==> config.mk <==
export PLATFORM = sky130hd
export DESIGN_NAME = mod_n_updown_counter_flat
export DESIGN_NICKNAME = d
export VERILOG_FILES = /design/src/rtl/mod_n_updown_counter_pkg.sv /design/src/rtl/mod_n_updown_counter_if.sv /design/src/rtl/mod_n_updown_counter_next_state.sv /design/src/rtl/mod_n_updown_counter.sv /design/src/flat_wrapper.sv
export SDC_FILE = /design/constraint.sdc
export NUM_CORES = 1
export LEC_CHECK = 0
export BUFFER_PORTS_ARGS = -buffer_cell sky130_fd_sc_hd__buf_2
export CORE_AREA = 4 4 41 43
export CTS_CLUSTER_DIAMETER = 200
export DETAILED_ROUTE_END_ITERATION = 12
export DIE_AREA = 0 0 45 47
export PLACE_DENSITY_LB_ADDON = 0.1
export SYNTH_ARGS = -nofsm -noshare
export SYNTH_HDL_FRONTEND = slang
export SYNTH_SLANG_ARGS = --single-unit
==> constraint.sdc <==
create_clock -name clk -period 1 [get_ports clk]
set_input_delay 0 -clock clk [delete_from_list [all_inputs] [get_ports clk]]
set_output_delay 0 -clock clk [all_outputs]
set_load 0.01 [all_outputs]
==> src/rtl/mod_n_updown_counter_pkg.sv <==
// Shared definitions for the mod-N up/down counter: direction encodings and the
// width-agnostic clamp used by the load path (load path enabled by CNT_LOAD_EN).
package cnt_pkg;

  localparam logic CNT_UP   = 1'b1;
  localparam logic CNT_DOWN = 1'b0;

  // Works on 32-bit values so any counter width can share it; callers cast back.
  function automatic int unsigned cnt_clamp(input int unsigned val,
                                            input int unsigned max_val);
    return (val > max_val) ? max_val : val;
  endfunction

endpackage

==> src/rtl/mod_n_updown_counter_if.sv <==
// Control/status bundle of the mod-N up/down counter; the master drives the
// controls and observes count, z and wrap.
interface cnt_if #(
  parameter int WIDTH = 2
) ();

  logic             en;
  logic             up;
  logic             load;
  logic [WIDTH-1:0] load_val;
  logic [WIDTH-1:0] count;
  logic             z;
  logic             wrap;

  modport master (
    output en, up, load, load_val,
    input  count, z, wrap
  );

  modport slave (
    input  en, up, load, load_val,
    output count, z, wrap
  );

endinterface

==> src/rtl/mod_n_updown_counter_next_state.sv <==
// Combinational next-count, Mealy terminal flag and wrap-event logic.
// The load path exists only when CNT_LOAD_EN is defined.
module cnt_next_state
  import cnt_pkg::*;
#(
  parameter int WIDTH    = 2,
  parameter int MODULUS  = 4,
  parameter int SATURATE = 0
) (
  input  logic [WIDTH-1:0] count_q,
  input  logic             en,
  input  logic             up,
  input  logic             load,
  input  logic [WIDTH-1:0] load_val,
  output logic [WIDTH-1:0] count_d,
  output logic             wrap_d,
  output logic             z_raw
);

  localparam logic [WIDTH-1:0] CNT_MAX  = WIDTH'(MODULUS - 1);
  localparam logic [WIDTH-1:0] CNT_ZERO = '0;
  localparam logic [WIDTH-1:0] CNT_ONE  = WIDTH'(1);

  logic             load_eff;
  logic [WIDTH-1:0] load_clamped;
  logic             terminal;

`ifdef CNT_LOAD_EN
  assign load_eff     = load;
  assign load_clamped = WIDTH'(cnt_clamp(32'(load_val), 32'(MODULUS - 1)));
`else
  logic unused_load;
  assign unused_load  = ^{load, load_val};
  assign load_eff     = 1'b0;
  assign load_clamped = CNT_ZERO;
`endif

  assign terminal = (up == CNT_UP) ? (count_q == CNT_MAX) : (count_q == CNT_ZERO);

  // A load edge suppresses the flag because counting is not what happens next.
  assign z_raw = en & terminal & ~load_eff;

  always_comb begin
    count_d = count_q;
    wrap_d  = 1'b0;
    if (load_eff) begin
      count_d = load_clamped;
    end else if (en) begin
      if (terminal) begin
        if (SATURATE == 0) begin
          count_d = (up == CNT_UP) ? CNT_ZERO : CNT_MAX;
          wrap_d  = 1'b1;
        end
      end else if (up == CNT_UP) begin
        count_d = count_q + CNT_ONE;
      end else begin
        count_d = count_q - CNT_ONE;
      end
    end
  end

endmodule

==> src/rtl/mod_n_updown_counter.sv <==
// Mod-N up/down counter top: state registers and reset only.
// Define CNT_LOAD_EN to enable the synchronous load path.
module mod_n_updown_counter
  import cnt_pkg::*;
#(
  parameter int WIDTH    = 2,
  parameter int MODULUS  = 4,
  parameter int SATURATE = 0
) (
  input  logic  clk,
  input  logic  rst_n,
  cnt_if.slave  bus
);

  logic [WIDTH-1:0] count_q;
  logic [WIDTH-1:0] count_d;
  logic             wrap_q;
  logic             wrap_d;
  logic             z_raw;

  cnt_next_state #(
    .WIDTH    (WIDTH),
    .MODULUS  (MODULUS),
    .SATURATE (SATURATE)
  ) u_next_state (
    .count_q  (count_q),
    .en       (bus.en),
    .up       (bus.up),
    .load     (bus.load),
    .load_val (bus.load_val),
    .count_d  (count_d),
    .wrap_d   (wrap_d),
    .z_raw    (z_raw)
  );

  always_ff @(posedge clk or negedge rst_n) begin
    if (!rst_n) begin
      count_q <= '0;
      wrap_q  <= 1'b0;
    end else begin
      count_q <= count_d;
      wrap_q  <= wrap_d;
    end
  end

  // z is combinational, so reset has to mask it explicitly.
  assign bus.z     = rst_n & z_raw;
  assign bus.count = count_q;
  assign bus.wrap  = wrap_q;

endmodule

==> src/flat_wrapper.sv <==
// flat-port wrapper written by rule: the top's interface ports become plain ports
module mod_n_updown_counter_flat import cnt_pkg::*;
#(
  parameter int WIDTH    = 2,
  parameter int MODULUS  = 4,
  parameter int SATURATE = 0
)
  (clk, rst_n, bus_en, bus_up, bus_load, bus_load_val, bus_count, bus_z, bus_wrap);
  cnt_if #(.WIDTH(WIDTH)) bus_i ();
  input  logic clk;
  input  logic rst_n;
  input wire logic [$bits(bus_i.en)-1:0] bus_en;
  input wire logic [$bits(bus_i.up)-1:0] bus_up;
  input wire logic [$bits(bus_i.load)-1:0] bus_load;
  input wire logic [$bits(bus_i.load_val)-1:0] bus_load_val;
  output wire logic [$bits(bus_i.count)-1:0] bus_count;
  output wire logic [$bits(bus_i.z)-1:0] bus_z;
  output wire logic [$bits(bus_i.wrap)-1:0] bus_wrap;
  assign bus_i.en = bus_en;
  assign bus_i.up = bus_up;
  assign bus_i.load = bus_load;
  assign bus_i.load_val = bus_load_val;
  assign bus_count = bus_i.count;
  assign bus_z = bus_i.z;
  assign bus_wrap = bus_i.wrap;
  mod_n_updown_counter #(.WIDTH(WIDTH), .MODULUS(MODULUS), .SATURATE(SATURATE)) u_core (.clk(clk), .rst_n(rst_n), .bus(bus_i));
endmodule
* After elaboration in Yosys (flattened, before gate mapping)
Cells that the tools add are included.
Storage, ports and cells: bits in registers 3, bits in latches 0, RAM bits 0, memory bits (read-only) 0, input bits 7, output and inout bits 4, word-level logic and storage cells 14, memories 0
Operators by class: add/subtract/negate cells 2, multipliers 0, divide/modulo/power cells 0, $lt $le $gt $ge 0, equal/unequal tests 1, shifts and indexed selects 0, multiplexer cells 6, bitwise operators 2, reductions and logical operators 1
Operators by type and width (number):
- 2-bit two-way mux | 3
- 1-bit two-way mux | 3
- 2-bit by 1-bit adder with 2-bit output, second input constant | 1
- 1-bit AND | 2
- 2-bit == test, second input constant | 1
- 2-bit zero test | 1
- 2-bit by 1-bit subtractor with 2-bit output, second input constant | 1

* Longest topological paths before layout
Gate-level depths: netlist of run 1.
depth in word-level cells 4, mapped depth 3, depth with buffers taken out 3

* Modules after synthesis
From an unflattened synthesis of run 1, not the netlist that was laid out.
Unflattened totals: cell total of the unflattened synthesis 12, area total of the unflattened synthesis 137.6 µm²
Modules (own cells, without submodules):
- mod_n_updown_counter | times used 1, cells an instance 4, area each 81.3 µm², sequential area each 75.1 µm²
- cnt_next_state | times used 1, cells an instance 8, area each 56.3 µm², sequential area each 0.0 µm²

* Worst setup path after synthesis of run 1
OpenSTA, ideal clock, no wires.
path kind register to output, start point reg u_core.count_q[1] (netlist: u_core.bus.count[1]), end point out bus_z, arrival 1.032 ns, required time 1.000 ns, path slack -0.032 ns, stages on the path, launching flop included 4, path buffers 0, cell sequence dfrtp_1 > or3_1 > nand2_1 > and3_1
On the way: word-level cells in the longest chain between the ends 4, elaborated cells between the ends (all ways) 5, those cells by class 1 x eq/ne; 1 x mux; 2 x bitwise; 1 x reduce/logical
RTL lines:
- from (decl) | RTL line mod_n_updown_counter.sv:15 | logic [WIDTH-1:0] count_q;
- from (signal assigned) | RTL line mod_n_updown_counter.sv:41 | count_q <= count_d;
- 2-bit == test or 2-bit zero test (tied branches) | RTL line mod_n_updown_counter_next_state.sv:38 | assign terminal = (up == CNT_UP) ? (count_q == CNT_MAX) : (count_q == CNT_ZERO);
- 1-bit two-way mux (*) | RTL line mod_n_updown_counter_next_state.sv:38
- 1-bit AND (*) | RTL line mod_n_updown_counter_next_state.sv:41 | assign z_raw = en & terminal & ~load_eff;
- 1-bit AND (*) | RTL line mod_n_updown_counter.sv:47 | assign bus.z = rst_n & z_raw;
- to (decl) | RTL line flat_wrapper.sv:17 | output wire logic [$bits(bus_i.z)-1:0] bus_z;
Every way passes the cells marked *; elsewhere a longest branch is shown, timed or not.

* Worst setup path in the final report of run 1
Ends and elaborated chain as after synthesis.

==> qor.yml, run 1 <==
cts:
  root_buffer: "clkbuf_4"
  clk_latency_ns: 0.23
  numCtsBuffers: 3
  cts_max_path_buffers: 2
  cts_max_level: 1
  path_clk_slew_ns: 0.04
  tritoncts: "built"
  clock-sinks: 3
  cts_setup_buffers: 0
floorplan:
  core_sq_um: 1300
  die-area_sq_um: 2120
  start_util_pct: 10.3
  rows: 13
  die_h_um: 47
  ios: 11
  die_w_um: 45
sta:
  post-route-period-util_pct: 130
  fmax_ghz: 0.768
  setup-tns-final_ns: -0.302
  slew_violations: 0
  tightestPinTransition_ns: 0.120
  worst_hold_slack_ns: 0.0945
  finalSetupViolCount: 1
  worst_slack_ns: -0.302
  finalCriticalPeriod_ns: 1.30
  finalClockSkew_ns: 0.00109
  rsz0062_at_grt: "true"
  hold_viol: 0
  maxSlewHeadroom_pct: 92.0
drt:
  drt-wirelength-per-cell_um: 8.05
  via_per_inst: 3.07
  first_pass_iters: 2
  routed_wl_um: 338
  drtAntennaViolNets: 0
  via_count: 129
  drt_iter0_markers: 1
  drcViolationCount: 0
power_and_ir_drop:
  clkPwrFrac_pct: 28.5
  p_sw_share_pct: 31.2
  power_frac_seq_pct: 27.7
  cellLeakagePower_uw: 0.000129
  p_comb_share_pct: 43.7
  power_density_nw_per_um2: 2820
  ir_drop_mv: 0.632
  p_int_uw: 512
  power.switching_uw: 232
  power.total_uw: 744
synthesis:
  yosysWarnings: 0
  avgSynthCellArea_sq_um: 11.2
  syn-cell-area_sq_um: 134
  synth.distinct_cells: 8
  seq_area_frac_synth_pct: 56.1
  yosys_register_bits: 3
  synth_nets: 19
  syn_inst: 12
global_routing:
  grt_pass1_vias: 126
  grt_pass1_wl_um: 538
  antenna_found_initial: 0
  grt_util_all_layers_pct: 4.83
  grt_overflow: 0
  grt_max_degree: 5
run_status:
  violations: "setup timing"
  outcome: "finished, violations left"
worst_setup_path:
  cp-start-kind: "flip-flop"
  worstPathArrival_ns: 1.30
  endpoint_kind: "primary output"
  cp_data_required_time_ns: 1.00
  criticalPathCategory: "reg -> out"
  path_max_fanout: 2
finish:
  area_delta_synth_final_pct: 97.2
  diodes: 0
  layout_common_cells: "buf_2 (6), clkbuf_4 (3), dfrtp_1 (3)"
  fin_nets: 35
  layout_commonest_cell: "buf_2"
  drive_above_1_share_pct: 51.9
place:
  place_ws_ns: -0.0822
  place.gp.congestion: 0.662
  port_buffers: 7
worst_hold_path:
  hold_path_class: "in -> async"
flow_run:
  maxCapViolCount: 0
-- metal layers --
| metal | global-route usage (%) | wire (um) | vias up |
|---|---|---|---|
| li1 | - | - | 71 |
| met1 | 5.03 | 154 | 49 |
| met2 | 3.39 | 127 | 7 |
| met3 | 2.30 | 36 | 2 |
| met4 | 12.3 | 19 | 0 |
| met5 | 0 | 0 | - |
-- metrics by stage --
step	area, sq um	utilization [%]	instances
after floorplan	139	-	12
after global placement	208	16.0	36
after detailed placement	208	16.0	36
after CTS	260	20.0	42
after global routing	264	20.3	42
final	264	20.3	42
-- worst max-delay path, stage by stage, from the launching register on --
cell and delay, ns:
dfrtp_1 0.38, or3_1 0.34, nand2_1 0.08, and3_4 0.18, buf_6 0.09
-- kinds of logic (layout without fill, tap and decap cells) --
group	Yosys count	after routing	synth area share, %
and+or+nand+nor	6	6	24.3
xor gates and xnor gates	3	3	19.6
DFF	3	3	56.1
buffers and inverters	0	15	0
-- power groups by stage --
| stage | sequential [uW] | combinational [uW] | clock (uW) |
|---|---|---|---|
| global placement | 206 | 310 | 0 |
| finish | 206 | 325 | 213 |
| CTS | 203 | 322 | 226 |
| detailed placement | 203 | 309 | 0 |
| global route | 214 | 363 | 243 |
| floorplan | 253 | 104 | 0 |
-- path summary, 6_finish.rpt --
kind | depth (start not counted) | to | slack, ns | start
max | 4 | bus_z | -0.30 | u_core.bus.count[1]
min | 2 | u_core.bus.count[0] | 0.09 | rst_n
max reg2reg | 3 | u_core.bus.wrap | 0.01 | u_core.bus.count[1]
min reg2reg | 2 | u_core.bus.count[0] | 0.57 | u_core.bus.count[0]
max in group asynchronous | 2 | u_core.bus.count[1] | 0.79 | rst_n
min in group clk | 4 | u_core.bus.count[1] | 0.12 | bus_up
-- final cells by class --
| class | instances | area [sq um] |
|---|---|---|
| Fill cell | 156 | 1040 |
| Clock buffer | 4 | 26.3 |
| Multi-Input combinational cell | 9 | 63.8 |
| Tap cell | 15 | 18.8 |
| Sequential cell | 3 | 75.1 |
| Timing Repair Buffer | 11 | 80.1 |
-- cells in the mapped netlist (all sizes together) --
cell type / number / area share, %
dfrtp: 3 / 56
nand2: 2 / 5.6
xnor2: 2 / 13
and2: 1 / 5.6
and3: 1 / 4.7
nand3: 1 / 3.7
or3: 1 / 4.7
xor2: 1 / 6.5
-- flip-flops by register name, summed over array words and instances (netlist names) --
| signal | count |
|---|---|
| u_core.bus.wrap | 1 |
| u_core.bus.count | 2 |
-- repair_timing --
action	in CTS	in global routing
hold buffers	2	0
cloned	0	0
resized for setup	1	1
hold endpoints to repair	4	0
pin swaps	1	0
setup endpoints to repair	2	3
Note: power is estimated with default switching activity, not from simulation.
==> run 2: changes to the inputs <==
--- a/config.mk
+++ b/config.mk
@@ -13,4 +13,5 @@
 export PLACE_DENSITY_LB_ADDON = 0.1
 export SYNTH_ARGS = -nofsm -noshare
 export SYNTH_HDL_FRONTEND = slang
+export SYNTH_HIERARCHICAL = 1
 export SYNTH_SLANG_ARGS = --single-unit
==> constraint.sdc (replaced) <==
create_clock -name clk -period 1.2 [get_ports clk]
set_input_delay 0 -clock clk [delete_from_list [all_inputs] [get_ports clk]]
set_output_delay 0 -clock clk [all_outputs]
set_load 0.01 [all_outputs]
==> qor.yml, run 2 <==
run_status:
  outcome: "finished, violations left"  # unchanged
  violations: "setup timing"  # unchanged
sta:
  post-route-period-util_pct: 117
  worst_hold_slack_ns: 0.0974  # was 0.0945 ns
  slew_violations: 0  # unchanged
  finalClockSkew_ns: 0.00173  # was 0.00109 ns
  maxSlewHeadroom_pct: 91.5  # was 92.0%
  worst_slack_ns: -0.202  # was -0.302 ns
  rsz0062_at_grt: "true"  # unchanged
  hold_viol: 0  # unchanged
  tightestPinTransition_ns: 0.128  # was 0.120 ns
  finalCriticalPeriod_ns: 1.40
  fmax_ghz: 0.713
  finalSetupViolCount: 1  # unchanged
drt:
  first_pass_iters: 1  # was 2
  drtAntennaViolNets: 0  # unchanged
  via_count: 134  # was 129
  wl_met2_um: 152  # was 127 um
  highest_layer: "met3"  # was met4
  met1_length_um: 152  # was 154 um
  drt-wirelength-per-cell_um: 8.51  # was 8.05 um
  route.met3.wl_um: 43  # was 36 um
  drt_iter0_markers: 0  # was 1
  routed_wl_um: 349  # was 338 um
  via_per_inst: 3.27  # was 3.07
  drcViolationCount: 0  # unchanged
power_and_ir_drop:
  ir_drop_mv: 0.638  # was 0.632 mV
  power.switching_uw: 204  # was 232 uW
  clkPwrFrac_pct: 27.7  # was 28.5%
  p_sw_share_pct: 32.2  # was 31.2%
  power_density_nw_per_um2: 2330  # was 2820 nW/um^2
  cellLeakagePower_uw: 0.000126  # was 0.000129 uW
  power_frac_seq_pct: 27.9  # was 27.7%
  p_comb_share_pct: 44.4  # was 43.7%
  p_int_uw: 430  # was 512 uW
cts:
  numCtsBuffers: 3  # unchanged
  clock-sinks: 3  # unchanged
  path_clk_slew_ns: 0.04  # about the same
  cts_max_path_buffers: 2  # unchanged
  tritoncts: "built"  # unchanged
  cts_max_level: 1  # unchanged
  root_buffer: "clkbuf_4"  # unchanged
  cts_setup_buffers: 0  # unchanged
  clk_latency_ns: 0.23  # about the same
worst_setup_path:
  reg2reg_depth: 4  # was 3
  max_stage_delay_ns: 0.40  # was 0.38 ns
  cp-start-kind: "flip-flop"  # unchanged
  crit_slowest_cell: "dfrtp_2"  # was dfrtp_1
  path_max_fanout: 2  # unchanged
  path_delay_family: "simple AND/OR/NAND/NOR gates"  # unchanged
  path_buf_inv: 1  # unchanged
  timing.rr.end: "u_core/bus.count[1]"  # was u_core.bus.wrap
  rrSetupSlack_ns: 0.18  # was 0.01 ns
  crit_start: "u_core/bus.count[0]"  # was u_core.bus.count[1]
  path_cells: "or3_4 > a21boi_4 > and2_4 > buf_6"  # was or3_1 > nand2_1 > and3_4 > buf_6
  critical_path.reg2reg.startpoint: "u_core/bus.count[0]"  # was u_core.bus.count[1]
  worstPathArrival_ns: 1.40  # was 1.30 ns
  criticalPathCategory: "reg -> out"  # unchanged
  endpoint_kind: "primary output"  # unchanged
  cp_data_required_time_ns: 1.20  # was 1.00 ns
finish:
  largest_reg_flops: 2  # unchanged
  diodes: 0  # unchanged
  layout_common_cells: "buf_2 (6), clkbuf_4 (3)"  # was buf_2 (6), clkbuf_4 (3), dfrtp_1 (3)
  area_delta_synth_final_pct: 97.3  # was 97.2%
  postLayoutCellArea_sq_um: 272  # was 264 sq um
  drive_above_1_share_pct: 61.5  # was 51.9%
  fin_nets: 34  # was 35
  fill_cells: 152  # was 156
  final_cells: 41  # was 42
  layout_commonest_cell: "buf_2"  # unchanged
synthesis:
  synth-compound-area-share_pct: 5.45  # was 0%
  yosysWarnings: 6  # was 0
  synth_top_area_cell: "dfrtp_1"  # unchanged
  async_reset_ff_share_pct: 100  # unchanged
  synth_common_cells: "dfrtp_1 (3), xnor2_1 (2)"  # was dfrtp_1 (3), nand2_1 (2), xnor2_1 (2)
  seq_area_frac_synth_pct: 54.5  # was 56.1%
  synth_top_area_share_pct: 54.5  # was 56.1%
  syn-cell-area_sq_um: 138  # was 134 sq um
  synth-edff-count: 0  # unchanged
  avgSynthCellArea_sq_um: 11.5  # was 11.2 sq um
  yosys.area_share.adder_pct: 0  # unchanged
  syn_inst: 12  # unchanged
  yosysMostFrequentCell: "dfrtp_1"  # unchanged
  synthSimpleGateAreaFrac_pct: 15.5  # was 24.3%
  synth.distinct_cells: 9  # was 8
  synth_xor_area_share_pct: 19.1  # was 19.6%
  synthFlopType: "dfrtp_1"  # unchanged
  yosys_register_bits: 3  # unchanged
  synth_top_family_by_area: "XOR/XNOR gates"  # was simple AND/OR/NAND/NOR gates
  synth.area.mux_share_pct: 0  # unchanged
  synth_nets: 19  # unchanged
  synth_area_leaders: "dfrtp_1 (55%), xnor2_1 (13%), xor2_1 (6.4%), a21boi_1 (5.5%), buf_4 (5.5%)"  # was dfrtp_1 (56%), xnor2_1 (13%), xor2_1 (6.5%), and2_2 (5.6%), nand2_1 (5.6%)
flow_run:
  maxCapViolCount: 0  # unchanged
floorplan:
  die-area_sq_um: 2120  # unchanged
  core_sq_um: 1300  # unchanged
  die_w_um: 45  # unchanged
  ios: 11  # unchanged
  rows: 13  # unchanged
  die_h_um: 47  # unchanged
  start_util_pct: 10.6  # was 10.3%
worst_hold_path:
  hold_path_class: "in -> async"  # unchanged
global_routing:
  grt_util_all_layers_pct: 4.74  # was 4.83%
  antenna_found_initial: 0  # unchanged
  grt_pass1_vias: 145  # was 126
  grt_max_degree: 5  # unchanged
  grt_overflow: 0  # unchanged
  grt_pass1_wl_um: 586  # was 538 um
place:
  place.gp.congestion: 0.644  # was 0.662
  post_dp_cell_area_sq_um: 203  # was 208 sq um
  port_buffers: 7  # unchanged
  place_inst: 35  # was 36
## run 2: routing by layer
metal / GRT usage [%] / vias to the layer above
met5: 0 / -
met4: 8.77 / 0
met3: 2.68 / 0
met2: 5.37 / 8
met1: 4.32 / 61
li1: - / 65
## run 2: layout make-up
| cell class | count | area, sq um | share of cell area [%] |
|---|---|---|---|
| Clock buffer | 4 | 26.3 | 9.68 |
| Multi-Input combinational cell | 8 | 73.8 | 27.2 |
| Sequential cell | 3 | 76.3 | 28.1 |
| Tap cell | 15 | 18.8 | 6.91 |
| Timing Repair Buffer | 11 | 76.3 | 28.1 |
## run 2: power by group through the flow
stage | logic, uW | registers [uW] | clock network, uW
CTS | 273 | 174 | 187
finish | 282 | 177 | 175
detailed placement | 249 | 173 | 0
global route | 311 | 180 | 193
floorplan | 89.5 | 215 | 0
global placement | 248 | 175 | 0
## run 2: cell families after synthesis
group,Yosys count
xor+xnor,3
simple gates,4
flops,3
compound gates,1
buf+inv,1
## run 2: how the worst max path moves through the flow
stage | to | slack, ns | depth (start not counted)
floorplan | bus_z | 0.01 | 4
global placement | bus_z | -0.005 | 4
detailed placement | bus_z | -0.02 | 4
CTS | bus_z | -0.23 | 4
global route | bus_z | -0.25 | 4
finish | bus_z | -0.20 | 4
## run 2: worst register-to-register path: cells and delay by family (launching register included)
kind,cells,cell delay [ns]
simple gates,1,0.08
xor+xnor,2,0.26
flops,1,0.40
buf+inv,1,0.15
## run 2: per-stage QoR
step	TNS (ns)	util (%)	power [uW]	worst slack [ns]
2_1_floorplan	0	-	304	0.0138
3_3_place_gp	-0.00489	15.6	423	-0.00489
3_5_place_dp	-0.0217	15.6	421	-0.0217
4_1_cts	-0.229	20.3	635	-0.229
5_1_grt	-0.253	20.9	683	-0.253
6_report	-0.202	20.9	634	-0.202
## run 2: timing repair
action                                  CTS  global route
endpoints found under the hold margin     4             0
gates resized for setup                   3             1
hold buffers                              2             0
pin swaps                                 2             1
endpoints found under the setup margin    1             1
